===== config.mk =====
export PLATFORM = sky130hd
export DESIGN_NAME = iterative_shifter
export DESIGN_NICKNAME = d
export VERILOG_FILES = /design/src/rtl/shift_pkg.sv /design/src/rtl/shift_step.sv /design/src/rtl/iterative_shifter.sv
export SDC_FILE = /design/constraint.sdc
export NUM_CORES = 1
export LEC_CHECK = 0
export ABC_AREA = 1
export BUFFER_PORTS_ARGS = -buffer_cell sky130_fd_sc_hd__buf_4
export CORE_ASPECT_RATIO = 1.25
export CORE_MARGIN = 5
export CORE_UTILIZATION = 36
export DETAILED_ROUTE_END_ITERATION = 7
export PLACE_DENSITY = 0.57
export RECOVER_POWER = 50
export SETUP_SLACK_MARGIN = 0.2
export SYNTH_ARGS = -nofsm -noshare
export SYNTH_HDL_FRONTEND = slang
export SYNTH_SLANG_ARGS = --single-unit
export TNS_END_PERCENT = 1

===== constraint.sdc =====
create_clock -name clk -period 1.8 [get_ports clk]
set_input_delay 0.27 -clock clk [delete_from_list [all_inputs] [get_ports clk]]
set_output_delay 0.27 -clock clk [all_outputs]
set_load 0.01 [all_outputs]

===== src/rtl/shift_pkg.sv =====
// rtl/shift_pkg.sv - shared types and limits for the iterative shifter
package shift_pkg;

  typedef enum logic [1:0] {
    SH_SLL = 2'b00,
    SH_SRL = 2'b01,
    SH_SRA = 2'b10,
    SH_NOP = 2'b11
  } shift_op_t;

  typedef enum logic [1:0] {
    S_IDLE,
    S_SHIFT,
    S_DONE
  } shf_state_t;

  localparam int SHIFT_MAX = 32;

endpackage


===== src/rtl/shift_step.sv =====
// rtl/shift_step.sv - combinational single-bit shift selected by op
import shift_pkg::*;

module shift_step #(
  parameter int WIDTH = 32
) (
  input  shift_op_t        i_op,
  input  logic [WIDTH-1:0] i_data,
  output logic [WIDTH-1:0] o_data
);

  always_comb begin
    o_data = i_data;
    case (i_op)
      SH_SLL:  o_data = {i_data[WIDTH-2:0], 1'b0};
      SH_SRL:  o_data = {1'b0, i_data[WIDTH-1:1]};
      SH_SRA:  o_data = {i_data[WIDTH-1], i_data[WIDTH-1:1]};
      default: o_data = i_data;
    endcase
  end

endmodule


===== src/rtl/iterative_shifter.sv =====
// rtl/iterative_shifter.sv - one-bit-per-clock shift unit with done pulse
import shift_pkg::*;

module iterative_shifter #(
  parameter int WIDTH = 32,
  parameter int CNT_W = 6
) (
  input  logic             clk,
  input  logic             rst,
  input  logic             start,
  input  logic [1:0]       Shift,
  input  logic [CNT_W-1:0] Num,
  input  logic [WIDTH-1:0] din,
  output logic [WIDTH-1:0] dout,
  output logic             busy,
  output logic             done
);

  localparam logic [CNT_W-1:0] CNT_MAX = CNT_W'(SHIFT_MAX);

  shf_state_t       r_state;
  shf_state_t       w_state_nxt;
  shift_op_t        r_op;
  logic [CNT_W-1:0] r_cnt;
  logic [WIDTH-1:0] r_dout;
  logic [WIDTH-1:0] w_step;
  logic [CNT_W-1:0] w_load_cnt;
  logic             w_accept;

  assign w_accept = (r_state == S_IDLE) && start;

  // Shifting more than WIDTH steps cannot change the result further.
  always_comb begin
    w_load_cnt = (Num > CNT_MAX) ? CNT_MAX : Num;
    if (shift_op_t'(Shift) == SH_NOP) begin
      w_load_cnt = '0;
    end
  end

  shift_step #(
    .WIDTH(WIDTH)
  ) u_step (
    .i_op  (r_op),
    .i_data(r_dout),
    .o_data(w_step)
  );

  always_ff @(posedge clk or negedge rst) begin
    if (!rst) begin
      r_state <= S_IDLE;
    end else begin
      r_state <= w_state_nxt;
    end
  end

  always_comb begin
    w_state_nxt = r_state;
    case (r_state)
      S_IDLE:  if (start) w_state_nxt = S_SHIFT;
      S_SHIFT: if (r_cnt == '0) w_state_nxt = S_DONE;
      S_DONE:  w_state_nxt = S_IDLE;
      default: w_state_nxt = S_IDLE;
    endcase
  end

  always_ff @(posedge clk or negedge rst) begin
    if (!rst) begin
      r_dout <= '0;
      r_cnt  <= '0;
      r_op   <= SH_SLL;
    end else if (w_accept) begin
      r_dout <= din;
      r_cnt  <= w_load_cnt;
      r_op   <= shift_op_t'(Shift);
    end else if ((r_state == S_SHIFT) && (r_cnt != '0)) begin
      r_dout <= w_step;
      r_cnt  <= r_cnt - 1'b1;
    end
  end

  assign dout = r_dout;
  assign busy = (r_state == S_SHIFT) || (r_state == S_DONE);
  assign done = (r_state == S_DONE);

endmodule


==> results.py <==
metrics = {
    "clock_tree": {
        "cts_tree": "yes",
        "htree_num_levels": 2,
        "numCtsBuffers": 5,
        "clock-sinks": 42,
        "clkTransAtPathRegs_ps": 80,
        "clockRootBuffer": "clkbuf_8",
        "clk_latency_ps": 290,
        "cts_buffer_depth": 2,
    },
    "timing": {
        "final-hold-violation-count": 0,
        "maxSlewHeadroom_pct": 27.0,
        "slew_violations": 0,
        "tightest_slew_ps": 1100,
        "clock.fmax_ghz": 0.641,
        "finalSetupTns_ps": 0,
        "finClkSkew_ps": 5.97,
        "setup_viol_count_final": 0,
        "grt_setup_unrepaired": "true",
        "post-route-period-util_pct": 86.6,
        "min_period_ps": 1560,
    },
    "grt": {
        "grt_overflow_total": 0,
        "met3_usage_pct": 2.97,
        "grt.met1_usage_pct": 21.7,
        "grt_pass1_wl_um": 12700,
        "grt_max_degree": 49,
        "grt_busiest_layer": "met2",
        "use_met2_pct": 27.9,
        "antenna_found_initial": 0,
        "track_usage_pct": 16.6,
        "grt_pass1_vias": 2652,
    },
    "worst_hold_path": {
        "min_from": "Shift[1]",
        "min_to": "r_op[1]$_DFFE_PN0P_",
        "hold_path.class": "input port to flip-flop",
        "hold_depth": 3,
    },
    "worst_setup_path": {
        "rr_worst_depth": 8,
        "start_kind": "flip-flop",
        "r2r_start": "r_state[1]$_DFFE_PN0P_",
        "cp.required_ps": 1980,
        "critPathMaxFanout": 16,
        "end_kind": "flip-flop",
        "rrSetupSlack_ps": 240,
        "cp.arrival_ps": 1740,
        "critical_path_class": "flip-flop to flip-flop",
        "r2r-end": "dout[29]$_DFFE_PN0P_",
    },
    "synth": {
        "yosysMostFrequentCell": "nand2_1",
        "ys_ff_latch": 42,
        "ys_async_sr_fraction_pct": 100,
        "yosysUniqueCellTypes": 25,
        "synthCells": 376,
        "synthesis.nets": 428,
        "syn_area_per_cell_um2": 7.43,
        "ys_warn_count": 0,
        "yosysSeqAreaShare_pct": 37.6,
        "synthTopCellsByCount": "136 x nand2_1, 43 x nor2_1, 42 x dfrtp_1",
        "synth.area.top_cells": "dfrtp_1 38%, nand2_1 18%, o21ai_2 9.4%",
        "synth_top_area_share_pct": 37.6,
        "synth_edf_count": 0,
        "syn_area_um2": 2790,
        "yosysTopAreaCell": "dfrtp_1",
        "synth_ff_type": "dfrtp_1",
    },
    "power_and_ir_drop": {
        "worst_ir_drop_vdd_mv": 0.983,
        "p_total_mw": 8.19,
        "power.leakage_nw": 1.86,
        "powerDensity_nw_per_um2": 2180,
    },
    "die": {
        "die_h_um": 108,
        "initial_core_util_pct": 36.3,
        "core_um2": 7700,
        "die_w_um": 88.8,
        "rows": 36,
        "io_pins": 77,
        "dieArea_um2": 9630,
    },
    "status": {
        "status": "completed",
    },
    "place": {
        "gp_congestion": 0.777,
        "io_buffers": 76,
        "dpl.hpwl_um": 5360,
    },
    "layout": {
        "drive_above_1_share_pct": 31.8,
        "synthToLayoutAreaGrowth_pct": 34.4,
        "antenna_cells": 0,
        "nNetsFinal": 515,
    },
    "route": {
        "viasPerCell": 5.01,
        "drt_wl_total_um": 7910,
        "drtIter0Drc": 108,
        "wl_per_cell_um": 14.2,
        "first_pass_iters": 4,
        "num_vias": 2789,
        "drtAntennaViolNets": 0,
        "route.detailed.drc": 0,
    },
    "run": {
        "max_cap_violations": 0,
    },
}
cell usage in the layout, fill, tap and decap left out, drive strengths merged:
master,n
nor3,1
dlygate4sd3,1
inv,17
nand2,152
a21oi,1
nor2,44
nand3,13
dfrtp,42
ha,9
o22ai,30
buf,81
mux2i,1
clkbuf,25
o21ai,42
nand4,3
worst max-delay path by stage:
stage | from | end | cells after the start
floorplan | r_state[0]$_DFFE_PN0P_ | dout[15]$_DFFE_PN0P_ | 9
detailed placement | r_state[0]$_DFFE_PN0P_ | dout[17]$_DFFE_PN0P_ | 10
finish | r_state[1]$_DFFE_PN0P_ | dout[29]$_DFFE_PN0P_ | 8
CTS | r_state[1]$_DFFE_PN0P_ | r_cnt[1]$_DFFE_PN0P_ | 9
global placement | r_state[0]$_DFFE_PN0P_ | dout[17]$_DFFE_PN0P_ | 10
global route | r_state[1]$_DFFE_PN0P_ | r_cnt[1]$_DFFE_PN0P_ | 9
through the flow:
stage          utilization (%)  setup slack (ps)  hold slack, ps  std cells  instance area, um^2
6_report                  48.8               240             245        557                 3760
5_1_grt                   48.8               132             244        557                 3760
3_5_place_dp              45.5               124             313        539                 3510
3_3_place_gp              45.5               176             310        539                 3510
2_1_floorplan                -               314           -25.6        376                 2790
4_1_cts                   47.2               146             223        549                 3640
state kept, by name (all words and copies together) (netlist names):
register and count:
dout 32, r_cnt 6, r_state 2, r_op 2
routing by layer:
layer | wire (um) | part of all wire [%]
met5 | 0 | 0
met3 | 335 | 4.2
met4 | 84 | 1.1
met1 | 3570 | 45
met2 | 3920 | 50
cells by family after synthesis:
kind of cell | after synthesis | share of synthesized area [%]
buffers and inverters | 39 | 7.57
AND/OR/NAND/NOR | 212 | 31.8
AO/OA/AOI/OAI | 73 | 18.6
adder cells (fa/ha/maj) | 9 | 4.03
flip-flops | 42 | 37.6
multiplexers | 1 | 0.358
critical path, stage by stage, from the launching register on:
cell     delay, ps
dfrtp_1        360
inv_1          100
ha_4           190
nand2_4        110
buf_4          190
buf_6          180
nand2_1         70
o22ai_1        170
o21ai_2         80
layout make-up:
type	instances	area, um^2
clock buffers	6	82.6
fillers	788	3950
inverters	17	66.3
multi-input cells	296	1600
flip-flops and latches	42	1050
well taps	95	119
repair buffers	101	841
where the power goes:
part	total (mW)	internal, mW	switching (mW)
Clock	0.612	0.296	0.316
Sequential	1.82	1.38	0.439
Combinational	5.76	2.54	3.22
what timing repair did:
item / 4_1_cts / 5_1_grt
cloned: 0 / 5
gates resized for setup: 0 / 15
endpoints found under the hold margin: 19 / 0
setup endpoints to repair: 28 / 38
pin swaps: 1 / 4
buffers inserted: 3 / 3
hold buffers: 1 / 0
Note: power is estimated with default switching activity, not from simulation.
